--- src/rtl/fetch_pkg.sv ---
// Shared types and constants for the instruction-fetch sequencer.
package fetch_pkg;

  localparam int unsigned INST_W = 32;

  localparam logic [5:0] DEFAULT_HALT_OPCODE = 6'b111111;

  typedef enum logic [1:0] {
    IDLE   = 2'd0,
    FETCH  = 2'd1,
    HALTED = 2'd2,
    FAULT  = 2'd3
  } fetch_state_t;

endpackage

--- src/rtl/fetch_sequencer.sv ---
// Instruction-fetch controller: owns the PC, reads the combinational ROM and
// buffers one instruction toward decode with a valid/ready handshake.
module fetch_sequencer
  import fetch_pkg::*;
#(
  parameter logic [31:0] RESET_PC    = 32'h0000_0000,
  parameter int unsigned ROM_BYTES   = 256,
  parameter logic [5:0]  HALT_OPCODE = DEFAULT_HALT_OPCODE
) (
  input  logic              clk,
  input  logic              rst_n,
  input  logic              run,
  output logic [31:0]       rom_address,
  output logic              rom_read_enable,
  input  logic [INST_W-1:0] rom_read_data,
  output logic              inst_valid,
  input  logic              inst_ready,
  output logic [INST_W-1:0] inst_data,
  output logic [31:0]       inst_pc,
  input  logic              redirect_valid,
  input  logic [31:0]       redirect_pc,
  output logic              halt,
  output logic              fault
);

  localparam logic [31:0] LAST_PC = 32'(ROM_BYTES - 4);

  fetch_state_t state;
  logic [31:0]  pc;
  logic         bad_pc;
  logic         free;
  logic         load;

  // Load qualification: a fetch happens only from a legal PC into a free buffer.
  always_comb begin
    bad_pc = (pc[1:0] != 2'b00) || (pc > LAST_PC);
    free   = !inst_valid || inst_ready;
    load   = (state == FETCH) && !redirect_valid && !bad_pc && free;
  end

  assign rom_address     = pc;
  assign rom_read_enable = load;

  // PC, state, output buffer and registered status flags.
  always_ff @(posedge clk or negedge rst_n) begin
    if (!rst_n) begin
      state      <= IDLE;
      pc         <= RESET_PC;
      inst_valid <= 1'b0;
      inst_data  <= '0;
      inst_pc    <= '0;
      halt       <= 1'b0;
      fault      <= 1'b0;
    end else if (redirect_valid) begin
      // Redirect wins over everything; in IDLE it only retargets the PC.
      pc <= redirect_pc;
      if (state != IDLE) begin
        state      <= FETCH;
        inst_valid <= 1'b0;
        halt       <= 1'b0;
        fault      <= 1'b0;
      end
    end else begin
      // A consume clears the buffer unless a load below refills it.
      if (inst_valid && inst_ready) begin
        inst_valid <= 1'b0;
      end
      case (state)
        IDLE: begin
          if (run) begin
            state <= FETCH;
          end
        end
        FETCH: begin
          if (bad_pc) begin
            state <= FAULT;
            fault <= 1'b1;
          end else if (load) begin
            inst_data  <= rom_read_data;
            inst_pc    <= pc;
            inst_valid <= 1'b1;
            pc         <= pc + 32'd4;
            if (rom_read_data[31:26] == HALT_OPCODE) begin
              state <= HALTED;
              halt  <= 1'b1;
            end
          end
        end
        default: begin
        end
      endcase
    end
  end

endmodule

--- config.mk ---
export PLATFORM = sky130hd
export DESIGN_NAME = fetch_sequencer
export DESIGN_NICKNAME = d
export VERILOG_FILES = /design/src/rtl/fetch_pkg.sv /design/src/rtl/fetch_sequencer.sv
export SDC_FILE = /design/constraint.sdc
export NUM_CORES = 1
export LEC_CHECK = 0
export ABC_AREA = 0
export CAP_MARGIN = 0
export CORE_MARGIN = 1.5
export CORE_UTILIZATION = 46
export DETAILED_ROUTE_END_ITERATION = 8
export HOLD_SLACK_MARGIN = 0.02
export PLACE_DENSITY = 0.85
export SYNTH_ARGS = -nofsm -noshare
export SYNTH_HDL_FRONTEND = slang
export SYNTH_SLANG_ARGS = --single-unit
--- constraint.sdc ---
create_clock -name clk -period 6.2 [get_ports clk]
set_input_delay 0.93 -clock clk [delete_from_list [all_inputs] [get_ports clk]]
set_output_delay 0.93 -clock clk [all_outputs]
set_load 0.05 [all_outputs]
# == Yosys cells after proc, flatten, opt, wreduce, memory -nomap -nowiden ==
# Index checks and enable logic that the tools add are counted.
# totals
register_bits,101
input_bits,69
out_inout_bits,100
wordCells,65
# classes
add_sub_neg,1
magnitude_cmp,1
n_eq_ne,7
muxes,25
n_bitwise,2
reduce_logical,22
# op_table
cell,n
$mux 32,4
$add 32x3->32 const B,1
$gt 32x8->1 const B,1
$mux 1,14
$mux 2,6
$reduce_bool 2->1,6
$reduce_and 5->1,2
$eq 6x6->1 const B,1
$reduce_and 3->1,2
$logic_and 1x1->1,4
$ne 4x3->1 const B,1
$ne 4x4->1 const B,1
$pmux 2 s2,1
$reduce_and 4->1,1
$logic_not 1->1,3
$ne 3x3->1 const B,1
$reduce_bool 3->1,1
$eq 2x1->1 const B,1
$logic_not 2->1,1
$logic_or 1x1->1,2
$ne 2x1->1 const B,1
$ne 2x2->1 const B,1
$not 1->1,2

# == Logic depth before layout (Yosys ltp) ==
# logic_depth
word_depth,9
ltp_mapped,6
ltp_nobuf,5

# == Least setup slack after synthesis ==
# OpenSTA, ideal clock, no wires.
# synth_timing
path_kind,reg-to-output
from,register pc[0] (netlist: rom_address[0])
to,output port rom_read_enable
t_arrival_ns,2.254
required_ns,5.270
setup_slack_ns,3.016
path_stages_with_launch,5
path_buffers,0
path_cell_list,dfrtp_1 > or4_1 > nor3_1 > nand3_1 > nor2_1
# synth_via
elab_chain_len,5
# synth_lines
element,line_no,rtl
"start, declared",fetch_sequencer.sv:29,logic [31:0] pc;
"start signal, assigned",fetch_sequencer.sv:56,pc <= redirect_pc;
"start signal, assigned",fetch_sequencer.sv:82,pc <= pc + 32'd4;
$gt 32x8->1 / $reduce_bool 2->1 (equally long branches),fetch_sequencer.sv:36,bad_pc = (pc[1:0] != 2'b00) || (pc > LAST_PC);
$logic_or 1x1->1 *,fetch_sequencer.sv:36,
$logic_not 1->1 *,fetch_sequencer.sv:38,load = (state == FETCH) && !redirect_valid && !bad_pc && free;
$logic_and 1x1->1 * (2 in series),fetch_sequencer.sv:38,
"end, declared",fetch_sequencer.sv:14,"output logic rom_read_enable,"
# Every way passes the cells marked *; elsewhere a longest branch is shown, timed or not.

# == Worst setup path in the final report ==
# layout_timing
from,input port inst_ready
to,output port rom_read_enable
# layout_via
elab_chain_len,2
# layout_lines
element,line_no,rtl
"start, declared",fetch_sequencer.sv:17,"input logic inst_ready,"
$logic_or 1x1->1,fetch_sequencer.sv:37,free = !inst_valid || inst_ready;
$logic_and 1x1->1,fetch_sequencer.sv:38,
# No other way between the ends.

==> results.md <==
* Run status: complete, no violations
* CTS sink cnt at 101
* Routed WL per cell at 16.76 um
* Finished Core Util at 0.6941
* Vias in the first global route at 3,081
* CP cell instances: clkdlybuf4s50_1 > nor2b_1 > nor3_1 > nand3_1 > nor2_1 > clkdlybuf4s50_1
* Worst R2R Start: rom_address[17]$_DFFE_PN0P_
* Seq pwr share at 0.534
* Worst-Margin Slew at 1010 ps
* Prevailing post-synth register cell: dfrtp_1
* DIE HEIGHT at 97.44 um
* CP most frequent cell: clkdlybuf4s50_1
* Most common cell after layout, fill and taps aside: clkdlybuf4s50_1
* Ant diodes at 0
* Input/output buffers at 168
* Peak supply drop at 0.0001475 V
* Placer Congestion at 0.7888
* Initial Utilization at 0.4728
* Min Hold Slack at 502.1 ps
* F_max at 253.9 MHz
* Initial antenna violation count at 0
* DR vias/cell at 5.164
* Synth Net Count at 350
* Share of cells above drive strength 1 at 0.1784
* Setup-failing EPs final at 0
* Total track usage at 0.2049
* Placed Area at 0.005842 sq mm
* Crit-path leading delay family: buffers and inverters
* Final total power at 0.001319 W
* CP Data Required Time at 5270 ps
* Final WL at 9417 um
* Boundary Pins at 169
* RSZ-0062 raised after global routing: no
* Fin area at 0.006023 sq mm
* Max cap viols at 0
* CP arrival at 3010 ps
* P_int at 0.0009329 W
* Remaining global-route overflow at 0
* Row count at 34
* NetSw at 0.0003863 W
* Kind of critical path: input pin to primary output
* Cell leakage power at 2.631 nW
* DRC viols at 0
* CP Launch Type: input pin
* Yosys warnings at 0
* Largest net degree at the start of global routing at 65
* Slowest cell delay on critical path at 820 ps
* Ratio of final minimum period to clock period at 0.6354
* Mean Syn Cell Area at 14.65 sq um
* Chip width at 97.44 um
* Root Buffer: clkbuf_8
* Maximum clock insertion buffer count at 2
* CP bufs+invs at 2
* Number of flops mapped to enable cells by yosys at 0
* Worst hold path type: flop to flop
* Fin. Hold Viols at 0
* Setup Skew at 11.52 ps
* Clk_lat worst skew at 350 ps
* Total area of sequential cells at 0.002527 sq mm
* Asr flop ratio synth at 1.000
* H-tree depth at 3
* Core Footprint at 0.008678 sq mm
* Count of state elements after synthesis at 101
* Min-delay src: inst_data[30]$_DFFE_PN0P_
* Logic pwr share at 0.178
* Sequential area share after synthesis at 0.6160
* Clk slew on worst S/H paths at 90 ps
* Distinct cells, synth at 38
* Setup TNS at 0 ps
* Via count at 2,902
* Crit path max fanout at 5
* First-pass GRT wire length at 15,630 um
* Routed Antenna Nets at 0
* Die Area at 0.009495 sq mm
* Critical path capture point type: primary output
* Slew HR at 0.3267
* Net Sw Frac at 0.2929
* Pre-antenna DRT Iters at 4
* Commonest non-fill, non-tap cells in the layout: 166 x clkdlybuf4s50_1, 101 x dfrtp_1, 30 x mux2_4, 29 x nor2b_1, 29 x mux2_2
* PostCTS Resize Cnt at 0
* Mapped Area at 0.004103 sq mm
* Final Max Tran Viols at 0
* Fillcell total at 641
* Number of DRC markers in iteration 0 at 79
* Post-CTS Setup Bufs at 0
* Crit path max-delay cell type: clkdlybuf4s50_1
* Synth Instances at 280
* Footprint of the multi-input gates at 0.001475 sq mm
* Critical Path Source: inst_ready
* CTS tree: done
* Dpl hpwl at 6832 um
* Fin nets at 519
* Area Overhead vs Synth at 46.81%
* Tmin final at 3939 ps
* Clock power frac at 0.289
* CTS Hold Bufs at 0
* Total power density per cell area at 219.0 mW/mm^2
* Number of buffers inserted during clock tree synthesis at 9
-- final cells by class --
cell class                      instances  share of cell area
Multi-Input combinational cell        163              0.2449
Inverter                                4            0.002493
Clock inverter                          7            0.009555
Clock buffer                            9             0.02057
Timing Repair Buffer                  170              0.2804
Sequential cell                       101              0.4196
Tap cell                              108             0.02243
-- worst register-to-register path, stage by stage (launching register included) --
cell and delay (ps):
dfrtp_1 410, or4_1 600, or3_1 530, nor4_4 180, buf_4 740, mux2_2 420
-- layer usage --
layer	routed length, um	share of wire	global-route usage	up-vias
met5	0	0	0	-
met4	46	0.0049	0.05385	0
met3	637	0.068	0.05827	8
met2	4533	0.48	0.3301	114
met1	4200	0.45	0.2744	1427
li1	-	-	-	1353
-- cells by family after synthesis --
logic type,Yosys count,share of synthesized area
simple gates,71,0.1067
mux,64,0.2028
buf+inv,16,0.02440
flops,101,0.6160
compound gates,27,0.04697
fa+ha+maj,1,0.003049
-- state kept, by name (all words and copies together) (netlist names) --
register	cells
fault	1
halt	1
inst_data	32
inst_pc	32
inst_valid	1
rom_address	32
state	2
-- synthesized netlist by cell type, types with 2 or more instances --
library cell    n  area (sq um)
a31oi_1         3         18.77
or4_1           3         22.52
nor2b_1        29         181.4
a211oi_1        2         15.01
o31ai_1         7         52.55
mux2_1          4         45.04
inv_1           4         15.01
a21oi_1         3         15.01
dfrtp_1       101          2527
a311oi_1        2         17.52
nand2b_1        2         12.51
nor2_1          9         33.78
or3_1           3         18.77
mux2_4         30         450.4
buf_1           3         11.26
nor3_1          3         15.01
o21ai_0         2         10.01
mux2_2         29         326.6
and4_1          3         26.28
nand4_1         4         25.02
buf_2           2         10.01
nor4_1          3         18.77
clkbuf_1        2         7.510
o211ai_1        3         22.52
buf_6           5         56.30
nand3_1         6         30.03
nand2_1         2         7.510
-- metrics by stage --
step,setup slack (ps),instances
floorplan,3016,280
global placement,2353,546
detailed placement,2282,546
CTS,2284,562
global route,2163,562
finish,2261,562
-- worst paths after layout --
kind                                                   to  slack [ps]  cells past startpoint
worst max-delay path                      rom_read_enable        2260                      6
worst min-delay path            inst_data[30]$_DFFE_PN0P_         500                      1
worst max register to register     inst_pc[5]$_DFFE_PN0P_        3200                      5
worst min register to register  inst_data[30]$_DFFE_PN0P_         500                      1
max in group asynchronous       inst_data[13]$_DFFE_PN0P_        4530                      2
min in group asynchronous         inst_pc[20]$_DFFE_PN0P_         590                      1
-- power by group through the flow --
stage | combinational, W | sequential (W) | clock, W
after floorplan | 0.0000424 | 0.000791 | 0
after global placement | 0.000231 | 0.000715 | 0
after detailed placement | 0.000235 | 0.000717 | 0
after CTS | 0.000236 | 0.000704 | 0.000398
after global routing | 0.000248 | 0.000708 | 0.000426
final | 0.000234 | 0.000704 | 0.000381
Power figures use the tool's default switching activity.
